<file path="src/rtl/mult_arbiter_if.sv">
// Requester and shared-multiplier signals of the two-port multiplier arbiter.
// The slave modport is the arbiter's view; master is the environment's view.
interface mult_arbiter_if;
    logic        req_a;
    logic        req_b;
    logic [15:0] mult_a;
    logic [15:0] mult_b;
    logic [3:0]  mcand_a;
    logic [3:0]  mcand_b;
    logic        gnt_a;
    logic        gnt_b;
    logic        rsp_valid_a;
    logic        rsp_valid_b;
    logic [19:0] rsp_product;
    logic        rsp_err;
    logic        busy;
    logic        m_st;
    logic [15:0] m_mult;
    logic [3:0]  m_mcand;
    logic [19:0] m_product;
    logic        m_done;

    modport slave (
        input  req_a, req_b, mult_a, mult_b, mcand_a, mcand_b, m_product, m_done,
        output gnt_a, gnt_b, rsp_valid_a, rsp_valid_b, rsp_product, rsp_err, busy,
               m_st, m_mult, m_mcand
    );

    modport master (
        output req_a, req_b, mult_a, mult_b, mcand_a, mcand_b, m_product, m_done,
        input  gnt_a, gnt_b, rsp_valid_a, rsp_valid_b, rsp_product, rsp_err, busy,
               m_st, m_mult, m_mcand
    );
endinterface

</file>
<file path="src/rtl/mult_arbiter.sv">
// Round-robin arbiter sharing one 16x4 sequential multiplier between two
// requesters, with a post-reset drain period and a completion timeout.
module mult_arbiter #(
    parameter int unsigned TIMEOUT   = 16,
    parameter int unsigned FLUSH_CYC = 10
) (
    input logic           clk,
    input logic           rst,
    mult_arbiter_if.slave bus
);
    typedef enum logic [2:0] {StFlush, StIdle, StLaunch, StWait, StResp} state_e;

    localparam int unsigned CntMax = (TIMEOUT > FLUSH_CYC) ? TIMEOUT : FLUSH_CYC;
    localparam int unsigned CntW   = $clog2(CntMax + 1);

    state_e          state_q;
    logic [CntW-1:0] cnt_q;
    logic            ptr_b_q;
    logic            owner_b_q;
    logic [15:0]     op_mult_q;
    logic [3:0]      op_mcand_q;
    logic            m_st_q;
    logic            rsp_valid_a_q;
    logic            rsp_valid_b_q;
    logic [19:0]     rsp_product_q;
    logic            rsp_err_q;
    logic            gnt_a;
    logic            gnt_b;

    // The pointer only breaks ties; a lone request is always served.
    always_comb begin
        gnt_a = (state_q == StIdle) && bus.req_a && (!bus.req_b || !ptr_b_q);
        gnt_b = (state_q == StIdle) && bus.req_b && (!bus.req_a || ptr_b_q);
    end

    always_ff @(posedge clk or posedge rst) begin
        if (rst) begin
            state_q       <= StFlush;
            cnt_q         <= '0;
            ptr_b_q       <= 1'b0;
            owner_b_q     <= 1'b0;
            op_mult_q     <= '0;
            op_mcand_q    <= '0;
            m_st_q        <= 1'b0;
            rsp_valid_a_q <= 1'b0;
            rsp_valid_b_q <= 1'b0;
            rsp_product_q <= '0;
            rsp_err_q     <= 1'b0;
        end else begin
            m_st_q        <= 1'b0;
            rsp_valid_a_q <= 1'b0;
            rsp_valid_b_q <= 1'b0;
            unique case (state_q)
                StFlush: begin
                    if (cnt_q == CntW'(FLUSH_CYC - 1)) begin
                        state_q <= StIdle;
                        cnt_q   <= '0;
                    end else begin
                        cnt_q <= cnt_q + 1'b1;
                    end
                end
                StIdle: begin
                    if (gnt_a || gnt_b) begin
                        owner_b_q  <= gnt_b;
                        ptr_b_q    <= !gnt_b;
                        op_mult_q  <= gnt_b ? bus.mult_b : bus.mult_a;
                        op_mcand_q <= gnt_b ? bus.mcand_b : bus.mcand_a;
                        m_st_q     <= 1'b1;
                        state_q    <= StLaunch;
                    end
                end
                StLaunch: begin
                    cnt_q   <= '0;
                    state_q <= StWait;
                end
                StWait: begin
                    if (bus.m_done) begin
                        rsp_product_q <= bus.m_product;
                        rsp_err_q     <= 1'b0;
                        rsp_valid_a_q <= !owner_b_q;
                        rsp_valid_b_q <= owner_b_q;
                        state_q       <= StResp;
                    end else if (cnt_q == CntW'(TIMEOUT - 1)) begin
                        rsp_product_q <= '0;
                        rsp_err_q     <= 1'b1;
                        rsp_valid_a_q <= !owner_b_q;
                        rsp_valid_b_q <= owner_b_q;
                        state_q       <= StResp;
                    end else begin
                        cnt_q <= cnt_q + 1'b1;
                    end
                end
                StResp: begin
                    // A timed-out multiplier may still be busy, so drain it again.
                    cnt_q   <= '0;
                    state_q <= rsp_err_q ? StFlush : StIdle;
                end
                default: begin
                    cnt_q   <= '0;
                    state_q <= StFlush;
                end
            endcase
        end
    end

    assign bus.gnt_a       = gnt_a;
    assign bus.gnt_b       = gnt_b;
    assign bus.rsp_valid_a = rsp_valid_a_q;
    assign bus.rsp_valid_b = rsp_valid_b_q;
    assign bus.rsp_product = rsp_product_q;
    assign bus.rsp_err     = rsp_err_q;
    assign bus.busy        = (state_q != StIdle);
    assign bus.m_st        = m_st_q;
    assign bus.m_mult      = op_mult_q;
    assign bus.m_mcand     = op_mcand_q;
endmodule

</file>
<file path="src/flat_wrapper.sv">
// flat-port wrapper written by rule: the top's interface ports become plain ports
module mult_arbiter_flat 
#(
    parameter int unsigned TIMEOUT   = 16,
    parameter int unsigned FLUSH_CYC = 10
)
  (clk, rst, bus_req_a, bus_req_b, bus_mult_a, bus_mult_b, bus_mcand_a, bus_mcand_b, bus_m_product, bus_m_done, bus_gnt_a, bus_gnt_b, bus_rsp_valid_a, bus_rsp_valid_b, bus_rsp_product, bus_rsp_err, bus_busy, bus_m_st, bus_m_mult, bus_m_mcand);
  mult_arbiter_if bus_i ();
  input logic clk;
  input logic rst;
  input wire logic [$bits(bus_i.req_a)-1:0] bus_req_a;
  input wire logic [$bits(bus_i.req_b)-1:0] bus_req_b;
  input wire logic [$bits(bus_i.mult_a)-1:0] bus_mult_a;
  input wire logic [$bits(bus_i.mult_b)-1:0] bus_mult_b;
  input wire logic [$bits(bus_i.mcand_a)-1:0] bus_mcand_a;
  input wire logic [$bits(bus_i.mcand_b)-1:0] bus_mcand_b;
  input wire logic [$bits(bus_i.m_product)-1:0] bus_m_product;
  input wire logic [$bits(bus_i.m_done)-1:0] bus_m_done;
  output wire logic [$bits(bus_i.gnt_a)-1:0] bus_gnt_a;
  output wire logic [$bits(bus_i.gnt_b)-1:0] bus_gnt_b;
  output wire logic [$bits(bus_i.rsp_valid_a)-1:0] bus_rsp_valid_a;
  output wire logic [$bits(bus_i.rsp_valid_b)-1:0] bus_rsp_valid_b;
  output wire logic [$bits(bus_i.rsp_product)-1:0] bus_rsp_product;
  output wire logic [$bits(bus_i.rsp_err)-1:0] bus_rsp_err;
  output wire logic [$bits(bus_i.busy)-1:0] bus_busy;
  output wire logic [$bits(bus_i.m_st)-1:0] bus_m_st;
  output wire logic [$bits(bus_i.m_mult)-1:0] bus_m_mult;
  output wire logic [$bits(bus_i.m_mcand)-1:0] bus_m_mcand;
  assign bus_i.req_a = bus_req_a;
  assign bus_i.req_b = bus_req_b;
  assign bus_i.mult_a = bus_mult_a;
  assign bus_i.mult_b = bus_mult_b;
  assign bus_i.mcand_a = bus_mcand_a;
  assign bus_i.mcand_b = bus_mcand_b;
  assign bus_i.m_product = bus_m_product;
  assign bus_i.m_done = bus_m_done;
  assign bus_gnt_a = bus_i.gnt_a;
  assign bus_gnt_b = bus_i.gnt_b;
  assign bus_rsp_valid_a = bus_i.rsp_valid_a;
  assign bus_rsp_valid_b = bus_i.rsp_valid_b;
  assign bus_rsp_product = bus_i.rsp_product;
  assign bus_rsp_err = bus_i.rsp_err;
  assign bus_busy = bus_i.busy;
  assign bus_m_st = bus_i.m_st;
  assign bus_m_mult = bus_i.m_mult;
  assign bus_m_mcand = bus_i.m_mcand;
  mult_arbiter #(.TIMEOUT(TIMEOUT), .FLUSH_CYC(FLUSH_CYC)) u_core (.clk(clk), .rst(rst), .bus(bus_i));
endmodule
</file>
<file path="config.mk">
export PLATFORM = sky130hd
export DESIGN_NAME = mult_arbiter_flat
export DESIGN_NICKNAME = d
export VERILOG_FILES = /design/src/rtl/mult_arbiter_if.sv /design/src/rtl/mult_arbiter.sv /design/src/flat_wrapper.sv
export SDC_FILE = /design/constraint.sdc
export NUM_CORES = 1
export LEC_CHECK = 0
export BUFFER_PORTS_ARGS = -buffer_cell sky130_fd_sc_hd__buf_4
export CELL_PAD_IN_SITES_DETAIL_PLACEMENT = 0
export CELL_PAD_IN_SITES_GLOBAL_PLACEMENT = 2
export CORE_ASPECT_RATIO = 0.7
export CORE_UTILIZATION = 24
export CTS_CLUSTER_DIAMETER = 200
export DETAILED_ROUTE_END_ITERATION = 6
export GPL_TIMING_DRIVEN = 0
export PLACE_DENSITY = 0.77
export SYNTH_ARGS = -nofsm -noshare
export SYNTH_HDL_FRONTEND = slang
export SYNTH_SLANG_ARGS = --single-unit
</file>
<file path="constraint.sdc">
create_clock -name clk -period 1.9 [get_ports clk]
set_clock_uncertainty 0.1 [all_clocks]
set_input_delay 0.38 -clock clk [delete_from_list [all_inputs] [get_ports clk]]
set_output_delay 0.38 -clock clk [all_outputs]
set_load 0.01 [all_outputs]
</file>
-- After elaboration in Yosys (flattened, before gate mapping)
Cells that the tools add are included.
- register bits: 54
- logic and storage cells: 67
- output and inout port bits: 47
- mux-type cells: 24
- eq/ne operators: 12
- reduce and logical (&&, ||, !) cells: 18
- add/subtract/negate cells: 1
- bitwise operators: 1
- operators by type and width (kind ; number):
    $mux W20 ; 2
    $mux W16 ; 1
    $mux W5 ; 3
    $pmux W3 S5 ; 1
    $pmux W5 S3 ; 1
    $mux W3 ; 4
    $mux W1 ; 11
    $eq A5 B4 Y1 const B ; 2
    $eq A3 B2 Y1 const B ; 2
    $ne A2 B2 Y1 const B ; 3
    $reduce_and A3 Y1 ; 2
    $add A5 B1 Y5 const B ; 1
    $logic_not A1 Y1 ; 5
    $logic_and A1 B1 Y1 ; 4
    $mux W4 ; 1
    $reduce_and A2 Y1 ; 2
    $eq A3 B1 Y1 const B ; 1
    $eq A3 B3 Y1 const B ; 1
    $logic_not A3 Y1 ; 1
    $logic_or A1 B1 Y1 ; 3
    $ne A3 B1 Y1 const B ; 1
    $ne A3 B2 Y1 const B ; 1
    $ne A2 B1 Y1 const B ; 1
    $reduce_bool A2 Y1 ; 1
    $not A1 Y1 ; 1

-- Logic depth before layout (Yosys ltp)
- depth in word-level cells: 6
- depth in mapped cells: 7
- depth with buffers taken out: 7

-- Worst setup path before layout
OpenSTA, ideal clock, no wires.
- path kind: register to register
- from: register u_core.cnt_q[0]
- to: register u_core.cnt_q[3]
- buffers on the path: 0
- arrival: 1.777 ns
- library setup time: 0.094 ns
- data required time: 1.706 ns
- slack: -0.071 ns
- cell stages (with the launch flop): 8
- cell sequence: dfrtp_1 -> ha_1 -> and3_1 -> ha_1 -> nor2_1 -> a21oi_1 -> or3_1 -> a211oi_1
- longest elaborated chain between the ends: 4
- elaborated cells between the ends (all ways): 9
- those cells by class: add/sub (1); eq/ne (3); mux (4); reduce/logical (1)
- ends and longest elaborated chain (what ; RTL line ; text):
    start, declared ; mult_arbiter.sv:17 ; logic [CntW-1:0] cnt_q;
    start signal, assigned ; mult_arbiter.sv:59 ; cnt_q <= cnt_q + 1'b1;
    start signal, assigned ; mult_arbiter.sv:90 ; cnt_q <= cnt_q + 1'b1;
    $add A5 B1 Y5 ; mult_arbiter.sv:59, mult_arbiter.sv:90 ;
    $mux W5 ; mult_arbiter.sv:83 ; end else if (cnt_q == CntW'(TIMEOUT - 1)) begin
    $mux W5 ; mult_arbiter.sv:77 ; if (bus.m_done) begin
    $pmux W5 S3 ; mult_arbiter.sv:53 ; unique case (state_q)
Parallel ways exist; a longest one is shown, timed or not. The select of a mux whose other input is x is not followed.
A chain may end at the register's enable or synchronous reset.

-- Worst setup path after layout
- from: register u_core.state_q[1]
- to: output bus_gnt_a
- longest elaborated chain between the ends: 3
- ends and longest elaborated chain (what ; RTL line ; text):
    start, declared ; mult_arbiter.sv:16 ; state_e state_q;
    start signal, assigned ; mult_arbiter.sv:38 ; state_q <= StFlush;
    start signal, assigned ; mult_arbiter.sv:56 ; state_q <= StIdle;
    start signal, assigned ; mult_arbiter.sv:69 ; state_q <= StLaunch;
    $eq A3 B1 Y1 ; mult_arbiter.sv:32 ; gnt_a = (state_q == StIdle) && bus.req_a && (!bus.req_b || !ptr_b_q);
    $logic_and A1 B1 Y1 (2 in series) ; mult_arbiter.sv:32 ;
    end, declared ; flat_wrapper.sv:19 ; output wire logic [$bits(bus_i.gnt_a)-1:0] bus_gnt_a;
Every way passes these cells.

==> flow_metrics.tcl <==
set metrics [dict create \
    fillers 856 \
    seqPwrFrac_pct 37.4 \
    reg2reg_depth 7 \
    path_max_fanout 4 \
    num_vias 1878 \
    io_pins 112 \
    dpl.hpwl_um 4410 \
    die_y_um 82.6 \
    hold_class "in2async" \
    rrSetupSlack_ns 0.06 \
    final_area_um2 3520 \
    final_cells 430 \
    clock_power_share_pct 17.0 \
    drive_gt1_share_pct 50.6 \
    diodes 0 \
    core_um2 8720 \
    clockBufferDepth 2 \
    place_ws_ns -0.0962 \
    path_class "reg2out" \
    grt_pass1_wl_um 9100 \
    wl_met1_um 2960 \
    groute.usage.overall_pct 12.5 \
    grt_pass1_vias 1756 \
    worst_slack_ns 0.0293 \
    crit_start "u_core.state_q[1]$_DFFE_PP0P_" \
    synth_top_cell_by_area "dfrtp_1" \
    internal_power_w 0.00346 \
    grt_overflow 0 \
    antenna_found_initial 0 \
    routed-wl-met3_um 345 \
    numCtsBuffers 5 \
    p_sw_share_pct 33.2 \
    synth_top_area_share_pct 60.7 \
    nets 378 \
    dp.cells 413 \
    synth_xor_area_share_pct 0 \
    seq_area_frac_synth_pct 60.7 \
    synth_area_um2 2230 \
    wl_met2_um 2650 \
    fmax_mhz 535 \
    synth_edf_count 0 \
    rr_endpoint "u_core.cnt_q[3]$_DFFE_PP0P_" \
    finalSetupViolations 0 \
    place_congestion 0.710 \
    rsz0062_at_grt "true" \
    crit_path_end_kind "primary output" \
    cp-start-kind "register" \
    avgSynthCellArea_um2 12.3 \
    r2r-start "u_core.cnt_q[0]$_DFFE_PP0P_" \
    final_common_cell "buf_4" \
    relSlewSlack_pct 69.0 \
    syn_to_final_growth_pct 58.2 \
    first_pass_iters 4 \
    synth_ff_type "dfrtp_1" \
    cts_tree "yes" \
    maxSlewViolCount 0 \
    rows 28 \
    power_switching_w 0.00172 \
    ys_ff_latch 54 \
    grt_max_degree 35 \
    ir_worst_vdd_mv 0.506 \
    synthSimpleGateAreaFrac_pct 6.01 \
    die_area_um2 9670 \
    synth_fp_nets 249 \
    drc 0 \
    drtAntennaViolNets 0 \
    ys.warnings.count 0 \
    viasPerCell 4.37 \
    synthMuxAreaShare_pct 1.35 \
    drt_iter0_drc 147 \
    async_flop_share_pct 100 \
    root_buffer "clkbuf_16" \
    ys_types 32 \
    clk_pin_slew_worst_paths_ns 0.07 \
    maxCapViolations 0 \
    leakage_nw 1.84 \
    status "finished, final reports clean" \
    initial_core_util_pct 25.5 \
    synth_top_family_by_area "compound AO/OA/AOI/OAI gates" \
    hold_buffers 0 \
    port_buffers 111 \
    synth_fa_ha_area_share_pct 1.69 \
    post_drt_wl_per_cell_um 14.0 \
    powerDensity_nw_per_um2 1470 \
    finalWirelength_um 6020 \
    layout_common_cells "buf_4 (120), dfrtp_1 (51), inv_1 (28)" \
    finalCriticalPeriod_ns 1.87 \
    h-tree-depth 2 \
    cp.required_ns 1.42 \
    top_layer_used "met4" \
    setup.worst_path.end "bus_gnt_a" \
    ff_latch_area_um2 1360 \
    tightestPinTransition_ns 0.465 \
    worst_skew_pair.late_latency_ns 0.28 \
    synth_compound_area_share_pct 21.4 \
    placedInstanceArea_um2 3240 \
    hold_violations 0 \
    die_x_um 117 \
    power_w 0.00518 \
    post-route-period-util_pct 98.5 \
    clock_sinks 54 \
    ys_top_cells_by_area "dfrtp_1 (61%), a222oi_1 (9.0%), a22o_1 (7.9%)" \
    pwr-share-comb_pct 45.5 \
    cp.arrival_ns 1.39 \
    synth_cells 181 \
    multiInputGateArea_um2 728 \
]
synthesized netlist by cell type, types with 2 or more instances:
master	instances
buf_4	2
mux2i_1	3
a21oi_1	2
ha_1	3
a22o_1	20
o21ai_1	2
and3_1	3
o22ai_1	2
nand2b_1	2
nor2_1	8
nand2_1	4
buf_2	7
dfrtp_1	54
buf_6	3
inv_1	29
o21ai_0	2
a222oi_1	20
flip-flops by register name, summed over array words and instances, names as in the netlist:
signal,count
u_core.bus.rsp_valid_a,1
u_core.owner_b_q,1
u_core.bus.m_mult,16
u_core.bus.m_st,1
u_core.ptr_b_q,1
u_core.bus.m_mcand,4
u_core.bus.rsp_err,1
u_core.bus.rsp_product,20
u_core.state_q,3
u_core.bus.rsp_valid_b,1
u_core.cnt_q,5
layer usage:
metal	vias up	track usage, %
met3	4	2.85
met2	60	18.6
met4	0	4.18
li1	921	-
met1	893	17.9
met5	-	0
worst min path at each step:
stage,depth (start not counted),endpoint
floorplan,1,u_core.bus.rsp_valid_a$_DFF_PP0_
global placement,1,u_core.bus.rsp_valid_a$_DFF_PP0_
detailed placement,1,u_core.bus.rsp_valid_a$_DFF_PP0_
CTS,2,u_core.bus.rsp_product[3]$_DFFE_PP0P_
global route,2,u_core.bus.rsp_product[13]$_DFFE_PP0P_
finish,2,u_core.bus.rsp_product[3]$_DFFE_PP0P_
logic make-up (layout without fill, tap and decap cells):
logic type,after synthesis,in the layout
AOI/OAI and AO/OA,55,55
muxes,3,3
adders and majority gates,3,3
and+or+nand+nor,24,24
buffers and inverters,42,171
DFF,54,54
power by group through the flow:
stage                     clock network [W]  registers (W)  logic (W)
after floorplan                           0        0.00213   0.000990
after global placement                    0        0.00197    0.00216
after detailed placement                  0        0.00196    0.00220
after CTS                          0.000919        0.00194    0.00230
after global routing               0.000964        0.00200    0.00259
final                              0.000883        0.00194    0.00236
critical path: stages (launching register included):
cell and delay, ns:
dfrtp_2 0.43, nor3b_4 0.23, and3_4 0.24, buf_6 0.11
buf_6 0.09
stage by stage:
step / util, % / setup TNS [ns] / hold slack, ns
final: 40.4 / 0 / 0.00732
after global routing: 40.4 / -0.0396 / 0.0412
after CTS: 39.7 / -0.0393 / 0.0234
after detailed placement: 37.1 / -1.47 / 0.318
after global placement: 36.9 / -39.83 / 0.329
after floorplan: - / 0 / 0.303
area by class of cell:
class,instances,area share (%)
Clock buffer,5,3.55
Clock inverter,2,0.391
Inverter,30,3.20
Multi-Input combinational cell,85,20.7
Timing Repair Buffer,125,27.4
Buffer,9,1.99
Sequential cell,54,38.5
Tap cell,120,4.26
what timing repair did:
action / 4_1_cts / 5_1_grt
buffers inserted: 6 / 7
resized for setup: 14 / 3
endpoints found under the setup margin: 23 / 3
pin swaps: 2 / 5
gates cloned: 0 / 0
(Power assumes the default switching activity.)
